==> config.mk <==
export PLATFORM = sky130hd
export DESIGN_NAME = demux_1_8_tdm
export DESIGN_NICKNAME = d
export VERILOG_FILES = /design/src/rtl/demux_pkg.sv /design/src/rtl/tdm_slot_cnt.sv /design/src/rtl/demux_1_8_tdm.sv
export SDC_FILE = /design/constraint.sdc
export NUM_CORES = 1
export LEC_CHECK = 0
export ABC_AREA = 1
export CAP_MARGIN = 25
export CORE_UTILIZATION = 50
export DETAILED_ROUTE_END_ITERATION = 10
export PLACE_DENSITY = 0.75
export SKIP_CTS_REPAIR_TIMING = 1
export SYNTH_ARGS = -nofsm -noshare
export SYNTH_HDL_FRONTEND = slang
export SYNTH_SLANG_ARGS = --single-unit
==> constraint.sdc <==
create_clock -name clk -period 3 [get_ports clk]
set_input_delay 0.3 -clock clk [delete_from_list [all_inputs] [get_ports clk]]
set_output_delay 0.3 -clock clk [all_outputs]
set_load 0.05 [all_outputs]
==> src/rtl/demux_pkg.sv <==
`default_nettype none
// ============================================================================
//  Module   : demux_pkg
//  Purpose  : Shared types and constants for the 1:8 TDM demultiplexer.
//             Holds the framer state encoding and the frame/slot geometry.
//  Revision : 1.0  initial release
// ============================================================================
package demux_pkg;

   // Framer states: searching for a frame marker, or tracking frames.
   typedef enum logic [0:0] {
      HUNT   = 1'b0,
      LOCKED = 1'b1
   } state_t;

   localparam int FRAME_W   = 8;
   localparam int SLOT_W    = 3;
   localparam int LAST_SLOT = 7;

endpackage : demux_pkg
`default_nettype wire

==> src/rtl/tdm_slot_cnt.sv <==
`default_nettype none
// ============================================================================
//  Module   : tdm_slot_cnt
//  Purpose  : Slot index counter for the TDM demultiplexer.
//  Ports    : clk   - rising-edge clock
//             rst   - asynchronous active-high reset (slot -> 0)
//             inc   - advance slot by one
//             clr   - force slot to 0 (highest priority)
//             load1 - force slot to 1 (frame start consumed slot 0)
//             slot  - slot index expected for the next strobed bit
//  Revision : 1.0  initial release
// ============================================================================
module tdm_slot_cnt
   import demux_pkg::*;
(
   input  logic              clk,
   input  logic              rst,
   input  logic              inc,
   input  logic              clr,
   input  logic              load1,
   output logic [SLOT_W-1:0] slot
);

   always_ff @(posedge clk or posedge rst) begin
      if (rst) begin
         slot <= '0;
      end else if (clr) begin
         slot <= '0;
      end else if (load1) begin
         slot <= SLOT_W'(1);
      end else if (inc) begin
         slot <= slot + 1'b1;
      end
   end

endmodule : tdm_slot_cnt
`default_nettype wire

==> src/rtl/demux_1_8_tdm.sv <==
`default_nettype none
// ============================================================================
//  Module   : demux_1_8_tdm
//  Purpose  : Serial-to-parallel 1:8 TDM demultiplexer with frame alignment.
//             Slot k of each frame carries y[k]; sync marks slot 0.
//  Ports    : clk         - rising-edge clock
//             rst         - asynchronous active-high reset
//             din         - serial TDM data bit
//             en          - bit strobe, din/sync sampled only when high
//             sync        - frame marker, high on the slot-0 bit
//             y           - last completed frame
//             frame_valid - one-cycle pulse after y updates
//             slot        - slot index expected for the next strobed bit
//             lock        - high while locked to the frame
//             sync_err    - one-cycle pulse on a framing violation
//  Revision : 1.0  initial release
// ============================================================================
module demux_1_8_tdm
   import demux_pkg::*;
(
   input  logic               clk,
   input  logic               rst,
   input  logic               din,
   input  logic               en,
   input  logic               sync,
   output logic [FRAME_W-1:0] y,
   output logic               frame_valid,
   output logic [SLOT_W-1:0]  slot,
   output logic               lock,
   output logic               sync_err
);

   state_t state;
   state_t state_nxt;

   // Bit 7 is never buffered: the last slot bit goes straight into y.
   logic [FRAME_W-2:0] shadow;

   logic inc;
   logic clr;
   logic load1;
   logic shadow_we;
   logic y_load;
   logic err_set;

   // ---------------------------------------------------------------- state
   always_ff @(posedge clk or posedge rst) begin
      if (rst) begin
         state <= HUNT;
      end else begin
         state <= state_nxt;
      end
   end

   // ----------------------------------------------------------- next state
   always_comb begin
      state_nxt = state;
      if (en) begin
         if (sync) begin
            state_nxt = LOCKED;
         end else if (state == LOCKED && slot == '0) begin
            state_nxt = HUNT;
         end
      end
   end

   // ------------------------------------------------------- output decode
   always_comb begin
      lock      = (state == LOCKED);
      inc       = 1'b0;
      clr       = 1'b0;
      load1     = 1'b0;
      shadow_we = 1'b0;
      y_load    = 1'b0;
      err_set   = 1'b0;
      if (en) begin
         if (sync) begin
            // Frame start; a marker mid-frame abandons the partial frame.
            load1     = 1'b1;
            shadow_we = 1'b1;
            err_set   = (state == LOCKED) && (slot != '0);
         end else if (state == HUNT) begin
            clr = 1'b1;
         end else if (slot == '0) begin
            // Expected a marker but none came: lose lock.
            clr     = 1'b1;
            err_set = 1'b1;
         end else if (slot == SLOT_W'(LAST_SLOT)) begin
            clr    = 1'b1;
            y_load = 1'b1;
         end else begin
            inc       = 1'b1;
            shadow_we = 1'b1;
         end
      end
   end

   // ------------------------------------------------------- datapath regs
   always_ff @(posedge clk or posedge rst) begin
      if (rst) begin
         shadow      <= '0;
         y           <= '0;
         frame_valid <= 1'b0;
         sync_err    <= 1'b0;
      end else begin
         frame_valid <= y_load;
         sync_err    <= err_set;
         if (y_load) begin
            y <= {din, shadow};
         end
         // load1 always targets slot 0 regardless of the current count.
         for (int i = 0; i < FRAME_W - 1; i++) begin
            if (shadow_we && ((load1 && i == 0) || (!load1 && slot == SLOT_W'(i)))) begin
               shadow[i] <= din;
            end
         end
      end
   end

   tdm_slot_cnt u_slot_cnt (
      .clk   (clk),
      .rst   (rst),
      .inc   (inc),
      .clr   (clr),
      .load1 (load1),
      .slot  (slot)
   );

endmodule : demux_1_8_tdm
`default_nettype wire

==> summary.md <==
| Metric | Value |
|---|---|
| Max stage delay on crit path | 0.86 ns |
| Setup crit end kind | primary output |
| H-tree depth | 1 |
| Setup tns final | 0 ns |
| Actual slew at the worst max-slew pin | roughly 0.77 ns |
| Global-route wire length before repair | between 3 and 4 mm |
| Synth Cell Area | roughly 1100 um2 |
| Initial DRC Count | 13 |
| PortBufs | 18 |
| Final worst path period need | approximately 2.0 ns |
| Clock Sink Count | 21 |
| Initial Utilization | between 50 and 60% |
| Simple-Gate Fraction of Synth Area | a little under a third |
| Vias | between 800 and 900 |
| Row count | 16 |
| Crit-path leading delay family | buffers and inverters |
| Die X | 48.07 um |
| Nets | about 150 |
| I/O pin total | 19 |
| Maximum net fanout on the critical path | 8 |
| CP bufs+invs | 1 |
| Fmax | between 500 and 600 MHz |
| Cells after Synth | 121 |
| RR Startpoint | u_slot_cnt.slot[0] |
| Most frequent cells in the layout | 43 x nand2_1, 21 x dfrtp_1, 18 x clkdlybuf4s50_1, 9 x nand3_1, 9 x o21ai_0 |
| DRC | 0 |
| GRT Util Overall | 19.11% |
| Root buffer selected by CTS | clkbuf_4 |
| Largest family of logic cells by synthesized area | simple AND/OR/NAND/NOR gates |
| Critical Path Slowest Stage Cell | clkdlybuf4s50_1 |
| Largest net degree at the start of global routing | 22 |
| Core ar. | 1982 um2 |
| Mapped Avg Cell Area | 8.769 um2 |
| Slew HR | between 40% and 50% |
| Die Y | 48.07 um |
| Crit path cell chain | clkdlybuf4s50_1 |
| Syn Nets | roughly 130 |
| Register area share after synthesis | ~50% |
| Final hold vios | 0 |
| P per Cell Area | around 530 nW/um2 |
| Synth Warn # | 0 |
| Adder-cell share of the synthesized area | 9.434% |
| VDD IR-drop max | 0.4246 mV |
| Synth top area cells | dfrtp_1 50%, nand2_1 15%, ha_1 9.4% |
| Die area | about 2300 um2 |
| Worst Clk Skew | around 0.0078 ns |
| Final Core Density | 64.90% |
| Max clock buf depth | 2 |
| Diode count | 0 |
| Synth area leader | dfrtp_1 |
| DP Wirelength | 1.464 mm |
| Placed Area | 1259 um2 |
| Fill cells | approximately 170 |
| Worst reg-to-reg path cell count | 8 |
| #FFs+latches synth | 21 |
| Critical path arrival | approximately 1.7 ns |
| Clock buffer count from CTS | 3 |
| Req. time, crit path | 2.70 ns |
| Synth cell types | 19 |
| Vias in the first global route | ~690 |
| CTS tree | built |
| DRT antenna net count | 0 |
| Final Routed Wirelength | 1.928 mm |
| WL/cell | 11.54 um |
| Period utilisation layout | around 66% |
| R2R setup slack | 1.46 ns |
| Worst Setup Start Kind | register |
| Min-Delay Path Class | in -> async |
| Number of max-cap violations | 0 |
| Crit Reg-Reg Endpoint | shadow[1] |
| Commonest non-fill, non-tap cell in the layout | nand2_1 |
| Leak pwr | around 0.67 nW |
| Ratio of cells with drive above 1 in the final layout | under 10% |
| Avg Vias per Cell | approximately 5.1 |
| Area Growth Syn to Fin | 21.23% |
| Proportion of synthesized area in mux cells | 0% |
| Remaining Overflow, GRT | 0 |
| Clock Latency Late Sink | 0.31 ns |
| Pins Over Slew Limit | 0 |
| Post-synthesis xor/xnor area fraction | 0% |
| CP Class | reg -> out |
| Final instance area | approximately 1300 um2 |
| CTS clk-pin slew, worst paths | between 0.1 and 0.15 ns |
| Status | complete, no violations |
| Drt first pass iters | 4 |
| Top-area cell type share of the netlist area | 49.53% |
| RSZ-0062 raised after global routing | false |
| Antenna violations before repair | 0 |
| Placer Congestion | 0.8472 |
| Setup violations, final | 0 |
| Compound-Gate Fraction of Synth Area | about 5.8% |
-- per-layer routing --
metal	part of all wire (%)	routed length (um)	GRT usage [%]
met3	3.1	60	3.396
met4	1.5	29	6.667
met2	46	894	30.54
met5	0	0	0
met1	49	943	26.00
-- stage by stage --
stage                     hold WS, ns  worst slack [ns]  power (mW)  instances
after floorplan                0.2765             1.213      0.5010        121
after global placement         0.4619             1.129      0.5527        163
after detailed placement       0.4636             1.113      0.5574        163
after CTS                      0.4616             1.025      0.6936        167
after global routing           0.5065            0.9778      0.7308        167
final                          0.4197             1.025      0.6838        167
-- cell usage after synthesis, drive strengths merged --
cell,number
a21oi,1
buf,2
clkbuf,1
dfrtp,21
ha,8
inv,8
nand2,44
nand3,9
nand3b,1
nand4,6
nor2,9
o21ai,10
o22ai,1
-- flip-flops by register name (all words and copies together), names as in the netlist --
| signal | flops |
|---|---|
| frame_valid | 1 |
| y | 8 |
| sync_err | 1 |
| lock | 1 |
| shadow | 7 |
| u_slot_cnt.slot | 3 |
-- final cells by class --
cell class	instances	area, um2	area share [%]
inverter	8	30.03	2.335
multi-input combinational	89	489.2	38.04
clock inverter	1	5.005	0.3891
clock buffer	3	22.52	1.751
sequential	21	525.5	40.86
tap	27	33.78	2.626
timing repair buffer	18	180.2	14.01
-- cell families after synthesis --
kind of cell    count (synthesis)
flops                          21
buf+inv                        11
compound gates                 12
simple gates                   69
fa+ha+maj                       8
-- how the worst max path moves through the flow --
stage	from	to	slack (ns)	depth (start not counted)
after floorplan	u_slot_cnt.slot[0]	shadow[6]	1.21	9
after global placement	en	y[6]	1.13	6
after detailed placement	en	y[6]	1.11	6
after CTS	u_slot_cnt.slot[2]	slot[2]	1.03	1
after global routing	u_slot_cnt.slot[2]	slot[2]	0.98	1
final	u_slot_cnt.slot[2]	slot[2]	1.02	1
-- power by group --
part	leakage (nW)	internal (mW)	switching, mW
Combinational	0.373	0.0639	0.135
Clock	0.0177	0.0498	0.0848
Sequential	0.281	0.319	0.0315
(Power assumes the default switching activity.)
